==> config.mk <==
export PLATFORM = sky130hd
export DESIGN_NAME = led_pattern_gen
export DESIGN_NICKNAME = d
export VERILOG_FILES = /design/src/rtl/led_pattern_pkg.sv /design/src/rtl/led_period_timer.sv /design/src/rtl/led_pattern_gen.sv
export SDC_FILE = /design/constraint.sdc
export NUM_CORES = 1
export LEC_CHECK = 0
export CAP_MARGIN = 20
export CORE_MARGIN = 2
export CORE_UTILIZATION = 48
export CTS_CLUSTER_SIZE = 12
export DETAILED_ROUTE_END_ITERATION = 16
export GPL_ROUTABILITY_DRIVEN = 0
export GPL_TIMING_DRIVEN = 1
export PLACE_DENSITY = 0.84
export RECOVER_POWER = 25
export SKIP_LAST_GASP = 1
export SYNTH_ARGS = -nofsm -noshare
export SYNTH_HDL_FRONTEND = slang
export SYNTH_HIERARCHICAL = 1
export SYNTH_SLANG_ARGS = --single-unit
==> constraint.sdc <==
create_clock -name clk -period 7.4 [get_ports clk]
set_input_delay 1.48 -clock clk [delete_from_list [all_inputs] [get_ports clk]]
set_output_delay 1.48 -clock clk [all_outputs]
set_load 0.05 [all_outputs]
==> src/rtl/led_pattern_pkg.sv <==
`default_nettype none
// ============================================================================
//  Module      : led_pattern_pkg
//  Description : Shared types and constants for the LED test-pattern source.
//                Pattern mode encoding, FSM state encoding, checker bytes.
//  Revision    : 1.0 - initial release
// ============================================================================
package led_pattern_pkg;

    // Pattern select encoding as seen on mode_i; 5-7 are reserved (all zeros)
    typedef enum logic [2:0] {
        MODE_ALL_ON  = 3'd0,
        MODE_CHECKER = 3'd1,
        MODE_WALK    = 3'd2,
        MODE_RAMP    = 3'd3,
        MODE_OFF     = 3'd4
    } mode_e;

    typedef enum logic [1:0] {
        IDLE     = 2'd0,
        COUNT    = 2'd1,
        WAIT_PHY = 2'd2
    } state_e;

    localparam logic [7:0] c_BYTE_55 = 8'h55;
    localparam logic [7:0] c_BYTE_AA = 8'hAA;

endpackage : led_pattern_pkg
`default_nettype wire

==> src/rtl/led_period_timer.sv <==
`default_nettype none
// ============================================================================
//  Module      : led_period_timer
//  Description : Free-running period counter 0..PERIOD_CYC-1 while run_i is
//                high, held at 0 while low. tick is high in the last count.
//  Ports       : clk   - system clock
//                rstn  - asynchronous active-low reset
//                run_i - 1 = count, 0 = hold at zero
//                tick  - high while count == PERIOD_CYC-1
//  Revision    : 1.0 - initial release
// ============================================================================
module led_period_timer #(
    parameter int PERIOD_CYC = 25000
) (
    input  logic clk,
    input  logic rstn,
    input  logic run_i,
    output logic tick
);

    localparam int CW = (PERIOD_CYC > 2) ? $clog2(PERIOD_CYC) : 1;
    localparam logic [CW-1:0] c_LAST = CW'(PERIOD_CYC - 1);

    logic [CW-1:0] r_count;

    always_ff @(posedge clk or negedge rstn) begin
        if (!rstn) begin
            r_count <= '0;
        end else if (!run_i) begin
            r_count <= '0;
        end else if (r_count == c_LAST) begin
            r_count <= '0;
        end else begin
            r_count <= r_count + 1'b1;
        end
    end

    assign tick = (r_count == c_LAST);

endmodule : led_period_timer
`default_nettype wire

==> src/rtl/led_pattern_gen.sv <==
`default_nettype none
// ============================================================================
//  Module      : led_pattern_gen
//  Description : LED test-pattern source for the LED PHY enable/data_in
//                interface. Issues one frame per period, holds it back while
//                the PHY is busy (at most one pending), counts frames.
//  Ports       : clk, rstn     - clock, asynchronous active-low reset
//                run_i         - 1 = generate frames
//                mode_i        - pattern select (see led_pattern_pkg)
//                phy_busy_i    - PHY still shifting previous frame
//                enable        - single-cycle frame strobe
//                data_in       - frame data, held until next strobe
//                frame_cnt_o   - issued-frame counter (wraps)
//  Revision    : 1.0 - initial release
// ============================================================================
module led_pattern_gen
    import led_pattern_pkg::*;
#(
    parameter int DATA_W     = 128,
    parameter int PERIOD_CYC = 25000,
    parameter int CNT_W      = 16
) (
    input  logic              clk,
    input  logic              rstn,
    input  logic              run_i,
    input  logic [2:0]        mode_i,
    input  logic              phy_busy_i,
    output logic              enable,
    output logic [DATA_W-1:0] data_in,
    output logic [CNT_W-1:0]  frame_cnt_o
);

    localparam int IDX_W  = $clog2(DATA_W);
    localparam int NBYTES = DATA_W / 8;
    localparam logic [IDX_W-1:0] c_IDX_LAST = IDX_W'(DATA_W - 1);

    logic              w_tick;
    state_e            r_state;
    state_e            w_state_nxt;
    logic              w_issue;

    logic              r_enable;
    logic [DATA_W-1:0] r_data;
    logic [CNT_W-1:0]  r_frame_cnt;
    logic [2:0]        r_last_mode;
    logic [IDX_W-1:0]  r_walk_idx;
    logic              r_phase;

    logic              w_mode_chg;
    logic [IDX_W-1:0]  w_walk_idx;
    logic [IDX_W-1:0]  w_walk_nxt;
    logic              w_phase;
    logic [7:0]        w_cnt_byte;
    logic [DATA_W-1:0] w_pattern;

    led_period_timer #(
        .PERIOD_CYC (PERIOD_CYC)
    ) u_timer (
        .clk   (clk),
        .rstn  (rstn),
        .run_i (run_i),
        .tick  (w_tick)
    );

    // ------------------------------------------------------------------
    // FSM: state register
    // ------------------------------------------------------------------
    always_ff @(posedge clk or negedge rstn) begin
        if (!rstn) begin
            r_state <= IDLE;
        end else begin
            r_state <= w_state_nxt;
        end
    end

    // FSM: next state
    always_comb begin
        w_state_nxt = r_state;
        case (r_state)
            IDLE: begin
                if (run_i) w_state_nxt = COUNT;
            end
            COUNT: begin
                if (!run_i)                   w_state_nxt = IDLE;
                else if (w_tick && phy_busy_i) w_state_nxt = WAIT_PHY;
            end
            WAIT_PHY: begin
                // Ticks seen here are absorbed; only one frame is ever pending
                if (!run_i)           w_state_nxt = IDLE;
                else if (!phy_busy_i) w_state_nxt = COUNT;
            end
            default: w_state_nxt = IDLE;
        endcase
    end

    // FSM: outputs
    always_comb begin
        w_issue = 1'b0;
        case (r_state)
            COUNT:    w_issue = run_i && w_tick && !phy_busy_i;
            WAIT_PHY: w_issue = run_i && !phy_busy_i;
            default:  w_issue = 1'b0;
        endcase
    end

    // ------------------------------------------------------------------
    // Pattern generation
    // ------------------------------------------------------------------
    generate
        if (CNT_W >= 8) begin : g_cnt_byte_full
            assign w_cnt_byte = r_frame_cnt[7:0];
        end else begin : g_cnt_byte_pad
            assign w_cnt_byte = {{(8 - CNT_W){1'b0}}, r_frame_cnt};
        end
    endgenerate

    always_comb begin
        // A mode change makes this frame the first one of the new mode
        w_mode_chg = (mode_i != r_last_mode);
        w_walk_idx = w_mode_chg ? '0   : r_walk_idx;
        w_phase    = w_mode_chg ? 1'b0 : r_phase;
        w_walk_nxt = (w_walk_idx == c_IDX_LAST) ? '0 : w_walk_idx + 1'b1;
        case (mode_i)
            MODE_ALL_ON:  w_pattern = '1;
            MODE_CHECKER: w_pattern = {NBYTES{w_phase ? c_BYTE_AA : c_BYTE_55}};
            MODE_WALK:    w_pattern = DATA_W'(1) << w_walk_idx;
            MODE_RAMP:    w_pattern = {NBYTES{w_cnt_byte}};
            default:      w_pattern = '0;
        endcase
    end

    always_ff @(posedge clk or negedge rstn) begin
        if (!rstn) begin
            r_enable    <= 1'b0;
            r_data      <= '0;
            r_frame_cnt <= '0;
            r_last_mode <= 3'd0;
            r_walk_idx  <= '0;
            r_phase     <= 1'b0;
        end else begin
            r_enable <= w_issue;
            if (w_issue) begin
                r_data      <= w_pattern;
                r_frame_cnt <= r_frame_cnt + 1'b1;
                r_last_mode <= mode_i;
                if (mode_i == MODE_WALK)    r_walk_idx <= w_walk_nxt;
                if (mode_i == MODE_CHECKER) r_phase    <= ~w_phase;
            end
        end
    end

    assign enable      = r_enable;
    assign data_in     = r_data;
    assign frame_cnt_o = r_frame_cnt;

endmodule : led_pattern_gen
`default_nettype wire
==> results of run 1 <==
[layout make-up]
cell class | instances | area, um2 | share of cell area, %
inverter | 12 | 45.0 | 0.441
multi-input combinational | 544 | 3380 | 33.1
sequential | 173 | 4330 | 42.3
clock buffer | 20 | 437 | 4.27
clock inverter | 12 | 135 | 1.32
tap | 220 | 275 | 2.69
timing repair buffer | 164 | 1620 | 15.8
[cell families (layout without fill, tap and decap cells)]
group                      Yosys count  after routing  share of synthesized area (%)
AOI/OAI and AO/OA                  192            192                           16.7
xor gates and xnor gates            34             34                           3.71
adders and majority gates           11             11                           1.72
buffers and inverters               67            208                           4.05
DFF                                173            173                           54.0
muxes                                5              5                          0.686
and+or+nand+nor                    302            302                           19.2
[where the power goes]
part           switching, mW  internal (mW)
clock network          0.375          0.501
registers              0.190           1.20
logic                   1.21          0.574
[sequential cells by signal (all words and copies together) (netlist names)]
name,count
data_in,128
frame_cnt_o,16
u_timer/r_count,15
r_walk_idx,7
r_last_mode,3
r_state,2
enable,1
r_phase,1
[final timing paths]
path,from,endpoint,slack [ps]
setup / recovery,mode_i[0],data_in[94],3130
hold / removal,frame_cnt_o[15],frame_cnt_o[15],470
setup reg to reg,u_timer/r_count[10],data_in[31],3610
hold reg to reg,frame_cnt_o[15],frame_cnt_o[15],470
max in group asynchronous,rstn,frame_cnt_o[13],4740
min in group asynchronous,rstn,data_in[59],1110
[cell usage after synthesis (5+ instances only)]
library cell,number,area [um2]
nor2_1,23,86.3
nand2_1,137,514
nor3_1,9,45.0
clkbuf_1,33,124
o211ai_2,11,138
nor2b_1,5,31.3
nor4_1,7,43.8
inv_1,11,41.3
and3_1,13,81.3
o211ai_1,86,646
nand3_1,48,240
o21ai_1,6,30.0
xor2_1,10,87.6
nand4_1,23,144
ha_1,11,138
buf_2,10,50.1
dfrtp_1,173,4330
xnor2_1,24,210
a21oi_1,64,320
buf_6,5,56.3
[layer usage]
layer | track usage, % | vias to the layer above | wire length, um | share of wire (%)
met4 | 9.69 | 0 | 622 | 2.7
met2 | 38.7 | 356 | 10600 | 47
met5 | 0 | - | 0 | 0
met1 | 36.0 | 3336 | 9630 | 42
li1 | - | 3084 | - | -
met3 | 5.75 | 55 | 1860 | 8.2
[worst max-delay path: cells and delay by family]
family / cells / cell delay (ps)
buf+inv: 3 / 1180
simple gates: 3 / 860
fa+ha+maj: 1 / 540
compound gates: 1 / 330
xor+xnor: 1 / 210
[metrics by stage]
stage,utilization [%],setup slack [ps]
final,62.1,3130
after CTS,61.9,3130
after global placement,58.4,2590
after detailed placement,58.4,2730
after floorplan,-,3520
after global routing,62.1,2820
==> summary by stage, run 1 <==
Outcome
The flow ran to the end, and the final reports show no timing, DRC or antenna violations.

Pwr
The analysis attributes to cell leakage a power of 4.39 nW. The peak supply drop is 0.000254 V. The total power is 4.05 mW. Dividing total power by cell area gives a power density of 396 nW/um2.

Logic synthesis
After synthesis, the mean cell area works out to 10.2 um2. The share of synthesized flip-flops with an asynchronous set or reset is 100%. After synthesis, flip-flops and latches occupy 54.0% of the total area. Synthesis produced 784 cells. Yosys printed 6 warnings. Synthesis produced a netlist with a net count of 802. After synthesis the cells add up to 8020 um2. The most used flip-flop cell after synthesis is dfrtp_1. In this run, synthesis inferred 0 flip-flops with an integrated enable. The number of unique standard cell types used by synthesis is 66. Synthesis inferred 173 register bits.

Finish
The share of layout cells above drive strength 1 is 8.22%. Leaving out fill and tap cells, the most frequent cells in the layout are 173 x dfrtp_1, 149 x clkdlybuf4s50_1, 138 x nand2_1, 86 x o211ai_1, 64 x a21oi_1. For this run, the post-layout net count is 930. The total inserted antenna cells is 0. For this run, the number of standard cells in the final layout without fillers is 1145.

Fill cells in the final layout number 1317. The area growth from synthesis to final layout is 27.4%. The finished cells cover 10200 um2. The library cell used most frequently in the layout, excluding fill and tap cells, is dfrtp_1.

STA
On the final layout, the worst clock skew is 11.7 ps. The setup total negative slack is 0 ps. The final critical-path required period is 4270 ps. The maximum operating frequency is 234 MHz. The hold violation count in the final report is 0.

The post-route fraction of the period consumed by the critical path is 57.7%. The total setup violations reported at the end of the flow is 0. The worst-case headroom to the max-slew limit is 24.4%. The max-slew violation total from the final report is 0.

The slew at the pin closest to its max-slew limit is 1130 ps. The tightest hold margin is 474 ps. Setup repair after global routing left no endpoint under its margin.

Place
Once detailed placement completed, the half-perimeter wirelength came to 15.2 mm. The cell area after placement is 9620 um2. The count of placed standard cells including taps is 1110. Input and output buffers added on the ports amount to 151.

Die
The width of the die is 133 um. The die footprint is 17800 um2. The initial utilization of the core area, before any placement, comes to 48.7%. 152 I/O pins were placed. The die boundary height is 133 um. After floorplanning, the core was divided into 47 placement rows. The area of the core is 16500 um2.

Clock network
The number of setup buffers added after CTS is 0. The quantity of hold-fixing buffers added after cts is 0. The clock-pin slew on the worst setup and hold paths is 60 ps.

In this run, post-CTS repair resized a total of 0 instances. The number of buffers between clock root and the deepest sink is 2. TritonCTS built the clock tree. The number of clock buffers inserted by TritonCTS is 17. The clock latency at the later pin of the worst-skew pair is 430 ps. For this design, the sink count on the clock tree is 173. The H-tree was split into 4 levels. CTS placed an instance of clkbuf_16 at the clock tree root.

Route
The remaining antenna violation count after routing is 0. The first routing iteration left 783 violations. The mean number of vias per cell is 5.97. Before antenna repair, the detailed router went through 5 iterations. The final routed DRC violation total is 0. The final route contains 6831 vias. The post-detailed-route wirelength per cell is 19.8 um.

The total wirelength of the detailed-routed design is 22.7 mm.

GRT
The number of global-route vias before repair is 6471. The largest net degree at the start of global routing is 102. The aggregate global routing overflow is 0. The initial antenna violation count is 0.

The first global-routing pass estimated 35.4 mm of wire. The aggregate global-route resource usage is 25.5%.

Worst setup path
The required time at the endpoint of the critical path is 7720 ps. Along the worst path, the maximum fanout reaches 23. Data arrives at the worst endpoint at 4590 ps.

The critical path goes through clkdlybuf4s50_1 -> xor2_1 -> nor3_2 -> buf_4 -> nand2_1 -> inv_1 -> ha_1 -> nand3_1 -> o211ai_1. The worst setup path is launched from a primary input. The cell type of the slowest stage on the worst timing path is clkdlybuf4s50_1.

The worst reg-to-reg path cell count is 8. The critical path is of the in2reg type. The nature of the critical path endpoint is a flop. On the worst path, the slowest cell contributes a delay of 800 ps.

Worst hold path
The cell depth of the worst hold path is 1. The path class of the tightest hold or removal check is reg2reg.

Run
The number of maximum-capacitance violations is 0.
No activity file was read; power rests on OpenSTA's default activity.
==> run 2, diff against run 1 <==
Clock period 7.4 ns to 4.4 ns, I/O delays scaled along.
==> summary by stage, run 2 (synthesis results as in run 1) <==
Clock network
The number of resized instances in the post-cts repair step was 0 (unchanged). The post-CTS setup repair buffer count was 0 (unchanged). The number of H-tree levels is 4 (unchanged). The number of clock sinks was 173 (unchanged). The number of clock buffers inserted by TritonCTS is 17 (unchanged). The clock latency at the later pin of the worst-skew pair came to 440 ps (about the same). TritonCTS built the clock tree.

The number of buffers between clock root and the deepest sink is 2 (unchanged). The cell chosen for the clock root is clkbuf_16. The quantity of hold-fixing buffers added after cts is 0 (unchanged). The clock-pin slew on the worst setup and hold paths was 70 ps (about the same).

Route
The post-detailed-route wirelength per cell was 20.0 um (+0.80%). The first-pass detailed-route iteration total is 6 (+1). The total wirelength of the detailed-routed design is 23.0 mm (+1.2%). The count of routing violations after the opening detailed-route iteration is 897 (+15%).

The remaining antenna violation count after routing was 0 (unchanged). The final routed DRC violation total was 0 (unchanged). The via total after detailed routing is 6943 (+1.6%). The mean number of vias per cell is 6.04 (+1.2%).

Finish
The share of layout cells above drive strength 1 came to 9.14% (+0.92 points). Compared with the post-synthesis result, the final layout area differs by 28.0%. The number of fill cells in the layout is 1283 (-2.6%).

The number of flip-flops under the largest register name was 128 (unchanged). The total inserted antenna cells is 0 (unchanged). The post-layout net count came to 937 (+0.75%). The library cell used most frequently in the layout, excluding fill and tap cells, is dfrtp_1.

The top cell types in the final layout, fill and taps aside, are 173 x dfrtp_1, 149 x clkdlybuf4s50_1, 137 x nand2_1, 86 x o211ai_1, 64 x a21oi_1. The non-filler instance count after layout is 1150 (+0.44%).

Worst setup path
The required time at the endpoint of the critical path came to 4730 ps (-2990 ps). The nature of the critical path endpoint is a flop. The classification of the worst setup path is in2reg. The worst setup path is launched from a primary input.

The arrival time at the worst endpoint was 3890 ps (-700 ps). The maximum net fanout on the critical path is 14 (-39%). The worst reg-to-reg path cell count is 8 (unchanged).

STA
The hold violation count in the final report is 0 (unchanged). Setup repair after global routing left no endpoint under its margin. The post-route fraction of the period consumed by the critical path is 80.8%.

The worst-case headroom to the max-slew limit is -71.5% (-96 points). The max-slew violation total from the final report is 101 (+101). The setup total negative slack was 0 ps (unchanged). The maximum operating frequency is 281 MHz. The clock tree skew after final layout is 11.5 ps (-0.291 ps). The tightest hold margin is 479 ps (+5.14 ps). The clock period could shrink to 3560 ps. The total setup violations reported at the end of the flow is 0 (unchanged). The slew at the pin closest to its max-slew limit is 2570 ps (+1440 ps).

Die
The width of the die is 133 um (unchanged). The I/O pin total came to 152 (unchanged). The die footprint is 17800 um2 (unchanged). The die boundary height came to 133 um (unchanged). The area of the core was 16500 um2 (unchanged).

The row count is 47 (unchanged). The initial cell density of the core was 48.7% (unchanged).

Place
The count of buffers inserted at the top-level ports is 151 (unchanged). The count of placed standard cells including taps is 1120 (+0.90%). The estimated wirelength of the detail-placed design is 15.1 mm (-0.89%).

GRT
The wire length of the first global-routing pass is 37.0 mm (+4.6%). The aggregate global routing overflow is 0 (unchanged). The number of global-route vias before repair is 6701 (+3.6%). The initial antenna violation count is 0 (unchanged). The largest net degree at the start of global routing came to 102 (unchanged).

The aggregate global-route resource usage was 26.6% (+1.1 points).

Outcome
The run finished, with violations left. The final reports fail on capacitance limit, slew limit.

Pwr
The static leakage is 4.41 nW (+0.50%). The power per cell area is 662 nW/um2 (+67%). The peak supply drop is 0.000478 V (+88%). The total power came to 6.80 mW (+68%).

Worst hold path
The class of the most critical hold timing path is reg2reg. The cell depth of the worst hold path came to 1 (unchanged).

Run
The number of maximum-capacitance violations is 1 (+1).
-- run 2: cell count changes in the layout (fill, tap and decap cells not counted), moves of 2 or more --
cell        change
buf_2           -3
clkinvlp_4      +2
buf_4          +12
clkinv_2        -2
clkbuf_1        -4
clkbuf_8        +2
-- run 2: worst paths after layout --
check	startpoint	endpoint	slack [ps]
min in group asynchronous	rstn	data_in[75]	1240
hold reg to reg	frame_cnt_o[15]	frame_cnt_o[15]	480
setup reg to reg	u_timer/r_count[10]	data_in[118]	860
hold / removal	frame_cnt_o[15]	frame_cnt_o[15]	480
setup / recovery	mode_i[2]	data_in[118]	840
max in group asynchronous	rstn	r_last_mode[0]	1660
-- run 2: worst max-delay path, stage by stage --
cell	delay, ps
clkdlybuf4s50_1	720
xor2_1	250
nor3_2	360
nand2_1	170
inv_1	110
ha_1	510
nand3_1	550
o211ai_1	340
-- run 2: where the power goes --
part	switching (mW)	internal [mW]	total [mW]
Clock	0.641	0.809	1.45
Combinational	2.05	0.972	3.02
Sequential	0.321	2.01	2.33
-- run 2: metal layers --
| metal | global-route usage (%) | routed length (um) | vias to the layer above |
|---|---|---|---|
| met5 | 0 | 0 | - |
| met4 | 11.6 | 742 | 0 |
| met3 | 5.44 | 2010 | 63 |
| met2 | 40.6 | 10600 | 381 |
| met1 | 37.0 | 9650 | 3408 |
| li1 | - | - | 3091 |
-- run 2: cell type report --
class	instances	area (um2)	area share [%]
clock buffer	19	453	4.41
clock inverter	11	110	1.07
inverter	12	45.0	0.439
multi-input combinational	544	3390	33.0
sequential	173	4330	42.2
tap	220	275	2.68
timing repair buffer	171	1670	16.3
-- run 2: stage by stage --
step                      util (%)  setup slack, ps  area, um2
after floorplan                  -             1120       8020
after global placement        59.0              677       9710
after detailed placement      59.0              587       9710
after CTS                     62.4              892      10300
after global routing          62.4              700      10300
final                         62.4              844      10300
